==> src/rtl/i2c_pkg.sv <==
// Shared types and constants for the I2C register target.
package i2c_pkg;

    typedef enum logic [3:0] {
        StIdle,
        StAddr,
        StIgnore,
        StAckPtr,
        StPtr,
        StAckW,
        StWdata,
        StAckRaddr,
        StRdata,
        StMack,
        StRwait
    } i2c_tgt_state_t;

    localparam logic I2C_ACK  = 1'b0;
    localparam logic I2C_NACK = 1'b1;

    localparam int unsigned I2C_BITS = 8;

endpackage

==> src/rtl/i2c_reg_target_if.sv <==
// Register-bank side of the I2C target: write strobes out, read requests out, read data in.
interface i2c_reg_target_if #(
    parameter int unsigned PTR_W = 8
);
    logic             wr_valid;
    logic [PTR_W-1:0] wr_addr;
    logic [7:0]       wr_data;
    logic             rd_strobe;
    logic [PTR_W-1:0] rd_addr;
    logic [7:0]       rd_data;

    modport master (
        output wr_valid, wr_addr, wr_data, rd_strobe, rd_addr,
        input  rd_data
    );

    modport slave (
        input  wr_valid, wr_addr, wr_data, rd_strobe, rd_addr,
        output rd_data
    );
endinterface

==> src/rtl/i2c_line_cond.sv <==
// Per-line conditioning: 2-FF synchroniser, optional glitch filter, edge detection.
// The filter is built only when I2C_RTARGET_GLITCH_FILTER_EN is defined.
module i2c_line_cond #(
    parameter int unsigned FILTER_LEN = 3
) (
    input  logic clock,
    input  logic reset_n,
    input  logic line,
    output logic level,
    output logic rise,
    output logic fall
);
`ifdef I2C_RTARGET_GLITCH_FILTER_EN
    localparam bit FilterEn = 1'b1;
`else
    localparam bit FilterEn = 1'b0;
`endif
    localparam int unsigned Depth = FilterEn ? FILTER_LEN : 0;

    logic sync1_q, sync2_q, prev_q;

    // Preset high so an idle bus reads as released after reset.
    always_ff @(posedge clock) begin
        if (!reset_n) begin
            sync1_q <= 1'b1;
            sync2_q <= 1'b1;
        end else begin
            sync1_q <= line;
            sync2_q <= sync1_q;
        end
    end

    if (Depth > 0) begin : g_filter
        localparam int unsigned CntW = $clog2(Depth + 1);
        logic [CntW-1:0] cnt_q;
        logic            filt_q;

        // Level follows the input only after Depth consecutive differing samples.
        always_ff @(posedge clock) begin
            if (!reset_n) begin
                filt_q <= 1'b1;
                cnt_q  <= '0;
            end else if (sync2_q == filt_q) begin
                cnt_q <= '0;
            end else if (cnt_q == CntW'(Depth - 1)) begin
                filt_q <= sync2_q;
                cnt_q  <= '0;
            end else begin
                cnt_q <= cnt_q + 1'b1;
            end
        end

        assign level = filt_q;
    end else begin : g_no_filter
        assign level = sync2_q;
    end

    always_ff @(posedge clock) begin
        if (!reset_n) begin
            prev_q <= 1'b1;
        end else begin
            prev_q <= level;
        end
    end

    assign rise = level & ~prev_q;
    assign fall = ~level & prev_q;

endmodule

==> src/rtl/i2c_reg_target.sv <==
// I2C target with register pointer, auto-incrementing burst reads/writes and open-drain SDA.
// Optional glitch filtering on SCL/SDA via I2C_RTARGET_GLITCH_FILTER_EN.
module i2c_reg_target
    import i2c_pkg::*;
#(
    parameter logic [6:0]  I2C_ADDRESS = 7'h49,
    parameter int unsigned NUM_REGS    = 16,
    parameter int unsigned PTR_W       = 8,
    parameter int unsigned FILTER_LEN  = 3
) (
    input  logic             clock,
    input  logic             reset_n,
    input  logic             scl_in,
    input  logic             sda_in,
    output logic             sda_oe,
    output logic             busy,
    output logic             ptr_err,
    i2c_reg_target_if.master bus
);

    logic scl_lvl, scl_rise, scl_fall;
    logic sda_lvl, sda_rise, sda_fall;

    i2c_line_cond #(.FILTER_LEN(FILTER_LEN)) u_scl_cond (
        .clock   (clock),
        .reset_n (reset_n),
        .line    (scl_in),
        .level   (scl_lvl),
        .rise    (scl_rise),
        .fall    (scl_fall)
    );

    i2c_line_cond #(.FILTER_LEN(FILTER_LEN)) u_sda_cond (
        .clock   (clock),
        .reset_n (reset_n),
        .line    (sda_in),
        .level   (sda_lvl),
        .rise    (sda_rise),
        .fall    (sda_fall)
    );

    logic start_det, stop_det;
    assign start_det = scl_lvl & sda_fall;
    assign stop_det  = scl_lvl & sda_rise;

    i2c_tgt_state_t   state_q;
    logic [2:0]       bit_cnt_q;
    logic [7:0]       shreg_q;
    logic             byte_done_q;
    logic             fetch_q;
    logic             load_wait_q;
    logic             load_now_q;
    logic [PTR_W-1:0] ptr_q;
    logic             wr_valid_q, rd_strobe_q;
    logic [PTR_W-1:0] wr_addr_q, rd_addr_q;
    logic [7:0]       wr_data_q;

    logic       last_bit, rx_state;
    logic [7:0] rx_byte;
    assign last_bit = (bit_cnt_q == 3'(I2C_BITS - 1));
    assign rx_byte  = {shreg_q[6:0], sda_lvl};
    assign rx_state = (state_q == StAddr) || (state_q == StPtr) || (state_q == StWdata);

    function automatic logic [PTR_W-1:0] ptr_inc(input logic [PTR_W-1:0] p);
        return (p == PTR_W'(NUM_REGS - 1)) ? '0 : p + 1'b1;
    endfunction

    always_ff @(posedge clock) begin
        if (!reset_n) begin
            state_q     <= StIdle;
            bit_cnt_q   <= '0;
            shreg_q     <= '0;
            byte_done_q <= 1'b0;
            fetch_q     <= 1'b0;
            load_wait_q <= 1'b0;
            load_now_q  <= 1'b0;
            ptr_q       <= '0;
            sda_oe      <= 1'b0;
            busy        <= 1'b0;
            ptr_err     <= 1'b0;
            wr_valid_q  <= 1'b0;
            wr_addr_q   <= '0;
            wr_data_q   <= '0;
            rd_strobe_q <= 1'b0;
            rd_addr_q   <= '0;
        end else begin
            wr_valid_q  <= 1'b0;
            rd_strobe_q <= 1'b0;
            // Bus conditions win over any SCL edge seen in the same cycle.
            if (stop_det) begin
                state_q     <= StIdle;
                sda_oe      <= 1'b0;
                busy        <= 1'b0;
                byte_done_q <= 1'b0;
                fetch_q     <= 1'b0;
                load_wait_q <= 1'b0;
                load_now_q  <= 1'b0;
            end else if (start_det) begin
                state_q     <= StAddr;
                bit_cnt_q   <= '0;
                byte_done_q <= 1'b0;
                fetch_q     <= 1'b0;
                load_wait_q <= 1'b0;
                load_now_q  <= 1'b0;
                sda_oe      <= 1'b0;
                ptr_err     <= 1'b0;
            end else begin
                // Read data arrives the cycle after rd_strobe; it is captured one cycle later.
                load_wait_q <= 1'b0;
                load_now_q  <= load_wait_q;
                if (load_now_q) begin
                    shreg_q <= bus.rd_data;
                    sda_oe  <= ~bus.rd_data[7];
                end

                if (rx_state && scl_rise) begin
                    shreg_q     <= rx_byte;
                    bit_cnt_q   <= bit_cnt_q + 3'd1;
                    byte_done_q <= last_bit;
                end

                case (state_q)
                    StAddr: begin
                        if (scl_fall && byte_done_q) begin
                            byte_done_q <= 1'b0;
                            if (shreg_q[7:1] == I2C_ADDRESS) begin
                                sda_oe  <= ~I2C_ACK;
                                busy    <= 1'b1;
                                state_q <= shreg_q[0] ? StAckRaddr : StAckPtr;
                            end else begin
                                state_q <= StIgnore;
                            end
                        end
                    end
                    StAckPtr: begin
                        if (scl_fall) begin
                            sda_oe  <= 1'b0;
                            state_q <= StPtr;
                        end
                    end
                    StPtr: begin
                        if (scl_fall && byte_done_q) begin
                            byte_done_q <= 1'b0;
                            if (32'(shreg_q) < NUM_REGS) begin
                                ptr_q   <= PTR_W'(shreg_q);
                                sda_oe  <= ~I2C_ACK;
                                state_q <= StAckW;
                            end else begin
                                ptr_err <= 1'b1;
                                busy    <= 1'b0;
                                state_q <= StIgnore;
                            end
                        end
                    end
                    StAckW: begin
                        if (scl_fall) begin
                            sda_oe  <= 1'b0;
                            state_q <= StWdata;
                        end
                    end
                    StWdata: begin
                        if (scl_rise && last_bit) begin
                            wr_valid_q <= 1'b1;
                            wr_addr_q  <= ptr_q;
                            wr_data_q  <= rx_byte;
                            ptr_q      <= ptr_inc(ptr_q);
                        end else if (scl_fall && byte_done_q) begin
                            byte_done_q <= 1'b0;
                            sda_oe      <= ~I2C_ACK;
                            state_q     <= StAckW;
                        end
                    end
                    StAckRaddr: begin
                        if (scl_fall) begin
                            sda_oe      <= 1'b0;
                            rd_strobe_q <= 1'b1;
                            rd_addr_q   <= ptr_q;
                            load_wait_q <= 1'b1;
                            state_q     <= StRdata;
                        end
                    end
                    StRdata: begin
                        if (fetch_q) begin
                            if (scl_fall) begin
                                fetch_q     <= 1'b0;
                                rd_strobe_q <= 1'b1;
                                rd_addr_q   <= ptr_q;
                                load_wait_q <= 1'b1;
                            end
                        end else if (!load_wait_q && !load_now_q) begin
                            if (scl_rise) begin
                                bit_cnt_q   <= bit_cnt_q + 3'd1;
                                byte_done_q <= last_bit;
                            end else if (scl_fall) begin
                                if (byte_done_q) begin
                                    byte_done_q <= 1'b0;
                                    sda_oe      <= 1'b0;
                                    state_q     <= StMack;
                                end else begin
                                    shreg_q <= {shreg_q[6:0], 1'b0};
                                    sda_oe  <= ~shreg_q[6];
                                end
                            end
                        end
                    end
                    StMack: begin
                        if (scl_rise) begin
                            ptr_q <= ptr_inc(ptr_q);
                            if (sda_lvl == I2C_NACK) begin
                                state_q <= StRwait;
                            end else begin
                                fetch_q <= 1'b1;
                                state_q <= StRdata;
                            end
                        end
                    end
                    default: ;
                endcase
            end
        end
    end

    assign bus.wr_valid  = wr_valid_q;
    assign bus.wr_addr   = wr_addr_q;
    assign bus.wr_data   = wr_data_q;
    assign bus.rd_strobe = rd_strobe_q;
    assign bus.rd_addr   = rd_addr_q;

endmodule

==> src/flat_wrapper.sv <==
// flat-port wrapper written by rule: the top's interface ports become plain ports
module i2c_reg_target_flat import i2c_pkg::*;
#(
    parameter logic [6:0]  I2C_ADDRESS = 7'h49,
    parameter int unsigned NUM_REGS    = 16,
    parameter int unsigned PTR_W       = 8,
    parameter int unsigned FILTER_LEN  = 3
)
  (clock, reset_n, scl_in, sda_in, sda_oe, busy, ptr_err, bus_wr_valid, bus_wr_addr, bus_wr_data, bus_rd_strobe, bus_rd_addr, bus_rd_data);
  i2c_reg_target_if #(.PTR_W(PTR_W)) bus_i ();
  input  logic clock;
  input  logic reset_n;
  input  logic scl_in;
  input  logic sda_in;
  output logic sda_oe;
  output logic busy;
  output logic ptr_err;
  output wire logic [$bits(bus_i.wr_valid)-1:0] bus_wr_valid;
  output wire logic [$bits(bus_i.wr_addr)-1:0] bus_wr_addr;
  output wire logic [$bits(bus_i.wr_data)-1:0] bus_wr_data;
  output wire logic [$bits(bus_i.rd_strobe)-1:0] bus_rd_strobe;
  output wire logic [$bits(bus_i.rd_addr)-1:0] bus_rd_addr;
  input wire logic [$bits(bus_i.rd_data)-1:0] bus_rd_data;
  assign bus_wr_valid = bus_i.wr_valid;
  assign bus_wr_addr = bus_i.wr_addr;
  assign bus_wr_data = bus_i.wr_data;
  assign bus_rd_strobe = bus_i.rd_strobe;
  assign bus_rd_addr = bus_i.rd_addr;
  assign bus_i.rd_data = bus_rd_data;
  i2c_reg_target #(.I2C_ADDRESS(I2C_ADDRESS), .NUM_REGS(NUM_REGS), .PTR_W(PTR_W), .FILTER_LEN(FILTER_LEN)) u_core (.clock(clock), .reset_n(reset_n), .scl_in(scl_in), .sda_in(sda_in), .sda_oe(sda_oe), .busy(busy), .ptr_err(ptr_err), .bus(bus_i));
endmodule
==> config.mk <==
export PLATFORM = sky130hd
export DESIGN_NAME = i2c_reg_target_flat
export DESIGN_NICKNAME = d
export VERILOG_FILES = /design/src/rtl/i2c_pkg.sv /design/src/rtl/i2c_reg_target_if.sv /design/src/rtl/i2c_line_cond.sv /design/src/rtl/i2c_reg_target.sv /design/src/flat_wrapper.sv
export SDC_FILE = /design/constraint.sdc
export NUM_CORES = 1
export LEC_CHECK = 0
export CAP_MARGIN = 10
export CORE_MARGIN = 2
export CORE_UTILIZATION = 35
export CTS_CLUSTER_SIZE = 20
export DETAILED_ROUTE_END_ITERATION = 12
export SLEW_MARGIN = 40
export SYNTH_ARGS = -nofsm -noshare
export SYNTH_HDL_FRONTEND = slang
export SYNTH_HIERARCHICAL = 1
export SYNTH_SLANG_ARGS = --single-unit
==> constraint.sdc <==
create_clock -name clock -period 2.9 [get_ports clock]
set_input_delay 0.29 -clock clock [delete_from_list [all_inputs] [get_ports clock]]
set_output_delay 0.29 -clock clock [all_outputs]
set_load 0.02 [all_outputs]
After elaboration in Yosys (flattened, before gate mapping)

Cells that the tools add are included.

Equal/unequal tests: 44
Order comparisons: 1
Muxes and demuxes: 83
Add/subtract/negate cells: 2
Bitwise logic cells: 16
Reductions and logical operators: 30

Operators by type and width:

| operator              | number |
|---|---|
| $mux W8               | 15 |
| $mux W4               | 14 |
| $mux W1               | 37 |
| $pmux W4 S8           | 1 |
| $reduce_and A14 Y1    | 2 |
| $mux W3               | 8 |
| $pmux W8 S3           | 1 |
| $ne A2 B2 Y1 const B  | 11 |
| $ne A3 B1 Y1 const B  | 7 |
| $ne A2 B1 Y1 const B  | 9 |
| $eq A4 B3 Y1 const B  | 4 |
| $pmux W8 S2           | 1 |
| $ne A3 B2 Y1 const B  | 5 |
| $reduce_and A4 Y1     | 3 |
| $not A1 Y1            | 10 |
| $reduce_bool A2 Y1    | 5 |
| $reduce_bool A9 Y1    | 1 |
| $add A8 B1 Y8 const B | 1 |
| $eq A4 B4 Y1 const B  | 2 |
| $eq A8 B4 Y1 const B  | 1 |
| $lt A8 B5 Y1 const B  | 1 |
| $reduce_bool A8 Y1    | 1 |
| $eq A7 B7 Y1 const B  | 1 |
| $reduce_and A7 Y1     | 1 |
| other kinds (20)      | 34 |

Output and inout port bits: 29
Bits of input ports: 12
Flip-flop bits (word level): 61
Word-level logic and storage cells: 198

Depth between registers and ports, before layout

Gate-level depths: netlist of run 1.

Word-level depth: 11
Mapped depth: 9
Depth with buffers taken out: 8

Cells and area by module

The synthesis of run 1 kept the hierarchy.

Modules (own cells, without submodules):

| module         | seq. area each (sq um) | area each (sq um) | times used | cells an instance |
|---|---|---|---|---|
| i2c_reg_target | 1101.1                 | 2902.8            | 1          | 338 |
| i2c_line_cond  | 60.1                   | 91.3              | 2          | 8 |

Worst setup path before layout of run 1

No wires, ideal clock.

Path kind: reg2reg
Start point: reg u_core.u_scl_cond.sync2_q, in the netlist u_core/u_scl_cond/level
End point: reg u_core.ptr_q[6]
Setup time: 0.128 ns
Path buffers: 1
Arrival: 1.858 ns
Path slack: 0.914 ns
Cell stages (with the launch flop): 9
Cells stage by stage: dfxtp_1 -> nor2b_1 -> buf_2 -> nand2_1 -> a211oi_1 -> o221a_4 -> o21ai_1 -> a32oi_1 -> nor2_1

RTL lines:

| element                         | line                  | source |
|---|---|---|
| start, declared                 | i2c_line_cond.sv:20   | `logic sync1_q, sync2_q, prev_q;` |
| start signal, assigned          | i2c_line_cond.sv:29   | `sync2_q <= sync1_q;` |
| $and A1 B1 Y1 (*)               | i2c_line_cond.sv:66   | `assign rise = level & ~prev_q;` |
| net u_core.scl_rise             | i2c_reg_target.sv:21  | `logic scl_lvl, scl_rise, scl_fall;` |
| $logic_and A1 B1 Y1             | i2c_reg_target.sv:162 | `if (scl_rise && last_bit) begin` |
| $ne A2 B2 Y1 (no line)          | -                     |  |
| $reduce_and A7 Y1 (no line) (*) | -                     |  |
| end signal, assigned            | i2c_reg_target.sv:145 | `ptr_q <= PTR_W'(shreg_q);` |
| end signal, assigned            | i2c_reg_target.sv:166 | `ptr_q <= ptr_inc(ptr_q);` |
| end signal, assigned            | i2c_reg_target.sv:208 | `ptr_q <= ptr_inc(ptr_q);` |
| end, declared                   | i2c_reg_target.sv:53  | `logic [PTR_W-1:0] ptr_q;` |

The timed path passes the listed nets; every way through them passes the cells marked *.
A chain may end at the register's enable or synchronous reset.

Worst setup path in the final report of run 1

Start point: reg u_core.state_q[0]
End point: reg u_core.bit_cnt_q[0]

Cells in the longest elaborated chain, start to end: 10

RTL lines:

| element                                             | line                  | source |
|---|---|---|
| start, declared                                     | i2c_reg_target.sv:46  | `i2c_tgt_state_t state_q;` |
| start signal, assigned                              | i2c_reg_target.sv:70  | `state_q <= StIdle;` |
| start signal, assigned                              | i2c_reg_target.sv:91  | `state_q <= StIdle;` |
| start signal, assigned                              | i2c_reg_target.sv:99  | `state_q <= StAddr;` |
| $eq A4 B1 Y1 / $eq A4 B3 Y1 (equally long branches) | i2c_reg_target.sv:62  | `assign rx_state = (state_q == StAddr) \|\| (state_q == StPtr) \|\| (state_q == StWdata);` |
| $logic_or A1 B1 Y1 (2 in series)                    | i2c_reg_target.sv:62  |  |
| $logic_and A1 B1 Y1                                 | i2c_reg_target.sv:116 | `if (rx_state && scl_rise) begin` |
| $mux W3                                             | i2c_reg_target.sv:116 |  |
| $mux W3                                             | i2c_reg_target.sv:191 | `if (scl_rise) begin` |
| $mux W3                                             | i2c_reg_target.sv:190 | `end else if (!load_wait_q && !load_now_q) begin` |
| $mux W3                                             | i2c_reg_target.sv:183 | `if (fetch_q) begin` |
| $mux W3 (*)                                         | i2c_reg_target.sv:122 | `case (state_q)` |
| $mux W3 (*)                                         | i2c_reg_target.sv:98  | `end else if (start_det) begin` |
| end signal, assigned                                | i2c_reg_target.sv:118 | `bit_cnt_q <= bit_cnt_q + 3'd1;` |
| end signal, assigned                                | i2c_reg_target.sv:192 | `bit_cnt_q <= bit_cnt_q + 3'd1;` |
| end, declared                                       | i2c_reg_target.sv:47  | `logic [2:0] bit_cnt_q;` |

Mark *: on every way between the ends. The rest lies on a longest branch, timed or not.

==> results of run 1 <==
## worst paths after layout
| kind | from | end | slack (ps) | depth (start not counted) |
|---|---|---|---|---|
| worst min register to register | u_core/u_sda_cond/sync1_q | u_core/u_sda_cond/level | 410 | 1 |
| worst max-delay path | u_core/state_q[0] | u_core/bit_cnt_q[0] | 510 | 5 |
| worst max register to register | u_core/state_q[0] | u_core/bit_cnt_q[0] | 510 | 5 |
| worst min-delay path | u_core/u_sda_cond/sync1_q | u_core/u_sda_cond/level | 410 | 1 |
## metal layers
| layer | vias up | GRT usage [%] | routed length, µm |
|---|---|---|---|
| met4 | 0 | 5.876 | 127 |
| met3 | 10 | 4.366 | 415 |
| met1 | 1319 | 22.44 | 3621 |
| met2 | 73 | 24.55 | 3376 |
| met5 | - | 0 | 0 |
| li1 | 1352 | - | - |
## flip-flops by register name (all words and copies together) (netlist names), 3 cells and up
signal and count:
u_core/bus.rd_addr 8, u_core/bus.wr_addr 8, u_core/bus.wr_data 8, u_core/ptr_q 8, u_core/shreg_q 8, u_core/state_q 4
u_core/bit_cnt_q 3
## kinds of logic after synthesis
logic type	share of synthesized area, %
AO/OA/AOI/OAI	20.72
XOR/XNOR	0.2839
adder cells (fa/ha/maj)	1.217
buffers and inverters	3.771
flip-flops	39.58
multiplexers	10.26
AND/OR/NAND/NOR	24.17
## report_power, final
group          leakage (nW)  switching, W  internal [W]
logic                 0.814     0.0000366     0.0000298
registers             0.492    0.00000800      0.000842
clock network         0.101      0.000332      0.000401
total                  1.41      0.000377       0.00127
## critical path: stages (launching register included)
cell,delay (ps)
dfxtp_1,830
or3b_1,440
a211o_4,400
a32oi_1,340
mux2_2,220
nor2_1,30
## cells in the final DEF, fill, tap and decap left out, types with 7 or more instances in the layout
cell type / n
nand2b_1: 11
clkdlybuf4s50_1: 40
dfxtp_1: 61
nor2_1: 46
nand3_1: 9
nand2_1: 37
a21oi_1: 25
o21ai_0: 17
mux2i_1: 29
clkbuf_8: 13
nor3_1: 7
buf_4: 7
## stage by stage
| stage | instance area, µm² | setup slack, ps | cells |
|---|---|---|---|
| final | 3780 | 505.6 | 507 |
| after global routing | 3780 | 393.1 | 507 |
| after CTS | 3776 | 351.1 | 507 |
| after detailed placement | 3580 | 370.3 | 491 |
| after global placement | 3580 | 418.7 | 491 |
| after floorplan | 3085 | 914.4 | 354 |
## area by class of cell
type	count	share of cell area [%]
repair buffers	47	11.98
inverters	6	0.5958
multi-input cells	269	46.34
well taps	108	3.575
clock inverters	3	0.4634
clock buffers	13	4.734
flip-flops and latches	61	32.31
==> results by group, run 1 <==
Outcome
  – Outcome: finished, final reports clean

Critical path
  – Req. time, crit path: 3110 ps
  – Kind of start point of the critical path: flop
  – CP Capture Type: flop
  – Worst EP arrival: 2600 ps
  – Worst-path maximum fanout: 24
  – Critical path type: reg2reg

Synth
  – Post-Syn Area: roughly 3100 µm²
  – Top cells by count, synth: 61 x dfxtp_1, 46 x nor2_1, 37 x nand2_1, 29 x mux2i_1, 26 x a21oi_1
  – Synth top area cells: dfxtp_1 40%, mux2i_1 9.4%, nor2_1 5.6%
  – Async SR Flop Fraction: 0%
  – Ys flop type: dfxtp_1
  – Top-count cell post-synth: dfxtp_1
  – Seq cells post-synth: between 60 and 70
  – Sequential cell area fraction in the yosys report: 39.58%
  – Fraction of synthesized cell area taken by the top area cell type: around two fifths
  – Yosys top cell by area: dfxtp_1
  – Number of synthesized flops with an enable pin: 0
  – Cells after synthesis: 354
  – Net count after synthesis: 369
  – Mean Syn Cell Area: between 8 and 9 µm²
  – Post-synth cell types: 63
  – Yosys warns: 6

Clocking
  – CTS resizes: 0
  – Clk buf depth: 2
  – Clock slew at reported path FFs: approximately 70 ps
  – Clk sinks: 61
  – Postcts setup bufs: 0
  – Root Driver: clkbuf_8
  – H-Tree Level Count: 3
  – Num CTS Buffers: 9
  – Hold Buf Count CTS: 0
  – Worst skew pair latency: 340 ps
  – TritonCTS clock tree: built

Floorplanning
  – # rows: 34
  – Die ar.: around 9600 µm²
  – Io pins: 41
  – Die W: around 100 µm
  – Die Y: 97.89 µm
  – CORE AREA: roughly 8600 µm²
  – Initial Util: 35.73%

STA
  – Slew Viols, Final: 0
  – Total negative setup slack: 0 ps
  – Fmax: about 0.42 GHz
  – RSZ-0062 raised after global routing: false
  – Final Setup Violations: 0
  – Final-report hold violation count: 0
  – Hold WS: ~400 ps
  – Tmin final: approximately 2400 ps
  – Slew margin rel.: 48.38%
  – Final period util: 82.56%
  – Slew @ Worst Pin: a little under 800 ps
  – Layout Skew: 10.07 ps

Detailed routing
  – WL per Instance: 14.87 µm
  – Vias post-DR: 2754
  – DR vias/cell: 5.432
  – Total wire length: ~7500 µm
  – Initial detailed-routing violation count: about 220
  – Antenna Violating Nets Remaining: 0
  – Residual DRC: 0
  – Initial DRT Pass Iterations: 6

Final layout
  – Multi-input gate area: roughly 1800 µm²
  – Layout Utilization: 43.77%
  – Area grow syn2layout: 22.51%
  – Share of post-route cells with drive strength above 1: about an eighth
  – Fill cell count: about 860
  – Antenna Cells: 0
  – Register Area: approximately 1200 µm²
  – Final #Nets: a little over 400

Power
  – Lkg Pwr: around 1.4 nW
  – Max rail drop VDD: 317.4 µV
  – PwrDens: 436.3 nW/µm²
  – Power consumption: approximately 0.0016 W

Placement
  – RePlAce Congestion: between 0.8 and 0.9
  – I/O Buffers: 40
  – DP HPWL: ~5100 µm

Global routing
  – GRT overflow: 0
  – First-pass GRT wire length: roughly 13000 µm
  – Largest net degree at the start of global routing: 31
  – Vias in the first global route: around 2600
  – Antenna violations before repair: 0
  – GRT Total Usage: roughly 16%

Flow run
  – # Max-Cap Violations: 0

Hold path
  – Worst Hold Class: reg2reg
Power figures use the tool's default switching activity.
==> inputs of run 2 (changes only) <==
==> constraint.sdc (replaced) <==
create_clock -name clock -period 2.1 [get_ports clock]
set_input_delay 0.21 -clock clock [delete_from_list [all_inputs] [get_ports clock]]
set_output_delay 0.21 -clock clock [all_outputs]
set_load 0.02 [all_outputs]
==> run 2 against run 1 <==
  * Worst setup slack worse by 420 ps
  * Largest power group is now clock
  * First-iteration DRC count down 15%
  * Utilization increased by 3.5 points
  * Non-clock buffer count grew 27
==> results by group, run 2 (synthesized netlist as in run 1, its figures left out) <==
Outcome
  – Outcome: finished, final reports clean

Final layout
  – Share of post-route cells with drive strength above 1: around 18%
  – Final #Nets: roughly 440
  – Antenna Cells: 0
  – Most common cell after layout, fill and taps aside: dfxtp_1
  – Layout Utilization: between 40% and 50%
  – Most frequent cells in the layout: 61 x dfxtp_1, 46 x nor2_1, 40 x clkdlybuf4s50_1
  – Fill cell count: ~810
  – Non-Filler Instances: ~530
  – Area grow syn2layout: 32.28%

Critical path
  – CP delay by family, top: simple AND/OR/NAND/NOR gates
  – CP Cell Sequence: nand2b_1 > or3_1 > o221ai_4 > nor2_1 > o211a_1
  – Worst-path maximum fanout: 8
  – WP buf/inv: 0
  – Critical path type: reg2reg
  – Kind of start point of the critical path: flop
  – Crit path max-delay cell type: dfxtp_1
  – CP Capture Type: flop
  – Worst EP arrival: between 2000 and 2500 ps
  – Req. time, crit path: between 2000 and 2500 ps
  – Critical Path Max Stage Delay: roughly 540 ps

Detailed routing
  – Vias post-DR: approximately 2800
  – Initial DRT Pass Iterations: 4
  – WL per Instance: around 15 µm
  – Antenna Violating Nets Remaining: 0
  – Residual DRC: 0
  – Total wire length: ~8000 µm
  – DR vias/cell: between 5 and 6
  – Initial detailed-routing violation count: ~190

STA
  – RSZ-0062 raised after global routing: false
  – Final period util: between 90% and 100%
  – Slew margin rel.: 58.89%
  – Slew @ Worst Pin: between 600 and 700 ps
  – Fmax: 0.4961 GHz
  – Tmin final: 2016 ps
  – Final Setup Violations: 0
  – Total negative setup slack: 0 ps
  – Layout Skew: 11.46 ps
  – Final-report hold violation count: 0
  – Hold WS: slightly above 400 ps
  – Slew Viols, Final: 0

Power
  – PwrDens: roughly 640 nW/µm²
  – Max rail drop VDD: approximately 330 µV
  – Switching Fraction: 21.28%
  – Net Switching: about 0.00056 W
  – Combinational fraction of design power: about 4.3%
  – Internal power: around 0.0021 W
  – Clock share of power: about half
  – Lkg Pwr: 1.580 nW
  – Reg power frac: roughly 44%
  – Power consumption: 0.002631 W

Global routing
  – GRT overflow: 0
  – First-pass GRT wire length: between 10000 and 15000 µm
  – Largest net degree at the start of global routing: 26
  – GRT Total Usage: between 15 and 20%
  – Antenna violations before repair: 0
  – Vias in the first global route: 2688

Floorplanning
  – Initial Util: 35.73%
  – CORE AREA: between 8000 and 9000 µm²
  – Die W: about 100 µm
  – Io pins: 41
  – Die ar.: between 9000 and 10000 µm²
  – Die Y: 97.89 µm
  – # rows: 34

Clocking
  – Root Driver: clkbuf_8
  – Worst skew pair latency: ~350 ps
  – CTS resizes: 0
  – H-Tree Level Count: 3
  – TritonCTS clock tree: built
  – Clk sinks: 61
  – Clk buf depth: 2
  – Clock slew at reported path FFs: 80 ps
  – Hold Buf Count CTS: 0
  – Num CTS Buffers: 9
  – Postcts setup bufs: 0

Flow run
  – # Max-Cap Violations: 0

Hold path
  – Worst Hold Class: reg2reg

Placement
  – DP HPWL: between 5000 and 6000 µm
  – I/O Buffers: 40
  – RePlAce Congestion: 0.9302
  – Placed insts: ~520
-- run 2: cell count changes in the layout (fill, tap and decap cells not counted), moves of 2 or more --
| cell | before | now |
|---|---|---|
| clkbuf_8 | 13 | 11 |
| buf_12 | 0 | 2 |
| clkinv_2 | 2 | 0 |
| bufinv_16 | 0 | 3 |
| buf_4 | 7 | 32 |
-- run 2: layout make-up --
type,count,area (µm²),share of cell area (%)
Multi-Input combinational cell,269,1764,43.23
Sequential cell,61,1221,29.92
Timing Repair Buffer,74,680.7,16.68
Clock buffer,11,151.4,3.709
Tap cell,108,135.1,3.311
Clock inverter,5,106.4,2.606
Inverter,6,22.52,0.5518
-- run 2: per-layer routing --
layer	GRT usage [%]	routed length (µm)
met1	24.11	3904
met2	25.61	3533
met3	5.082	473
met4	5.983	114
met5	0	0
-- run 2: worst paths after layout --
path,start,to,slack [ps],cells after the start
min reg2reg,u_core/u_sda_cond/sync1_q,u_core/u_sda_cond/level,410,1
min,u_core/u_sda_cond/sync1_q,u_core/u_sda_cond/level,410,1
max,u_core/state_q[2],u_core/ptr_q[5],80,5
max reg2reg,u_core/state_q[2],u_core/ptr_q[5],80,5
-- run 2: worst register-to-register path, stage by stage, from the launching register on --
cell,delay [ps]
dfxtp_1,540
nand2b_1,250
or3_1,500
o221ai_4,320
nor2_1,90
o211a_1,200
-- run 2: power by group through the flow --
stage / clock network [W] / registers, W / logic [W]
after floorplan: 0 / 0.00119 / 0.0000592
after global placement: 0 / 0.00119 / 0.000113
after detailed placement: 0 / 0.00119 / 0.000113
after CTS: 0.00138 / 0.00117 / 0.000113
after global routing: 0.00143 / 0.00117 / 0.000124
final: 0.00135 / 0.00117 / 0.000114
-- run 2: stage by stage --
| step | worst slack, ps | area [µm²] |
|---|---|---|
| after floorplan | 114.4 | 3085 |
| after global placement | 42.27 | 3807 |
| after detailed placement | 93.15 | 3807 |
| after CTS | 85.22 | 4065 |
| after global routing | 0.2187 | 4081 |
| final | 84.29 | 4081 |
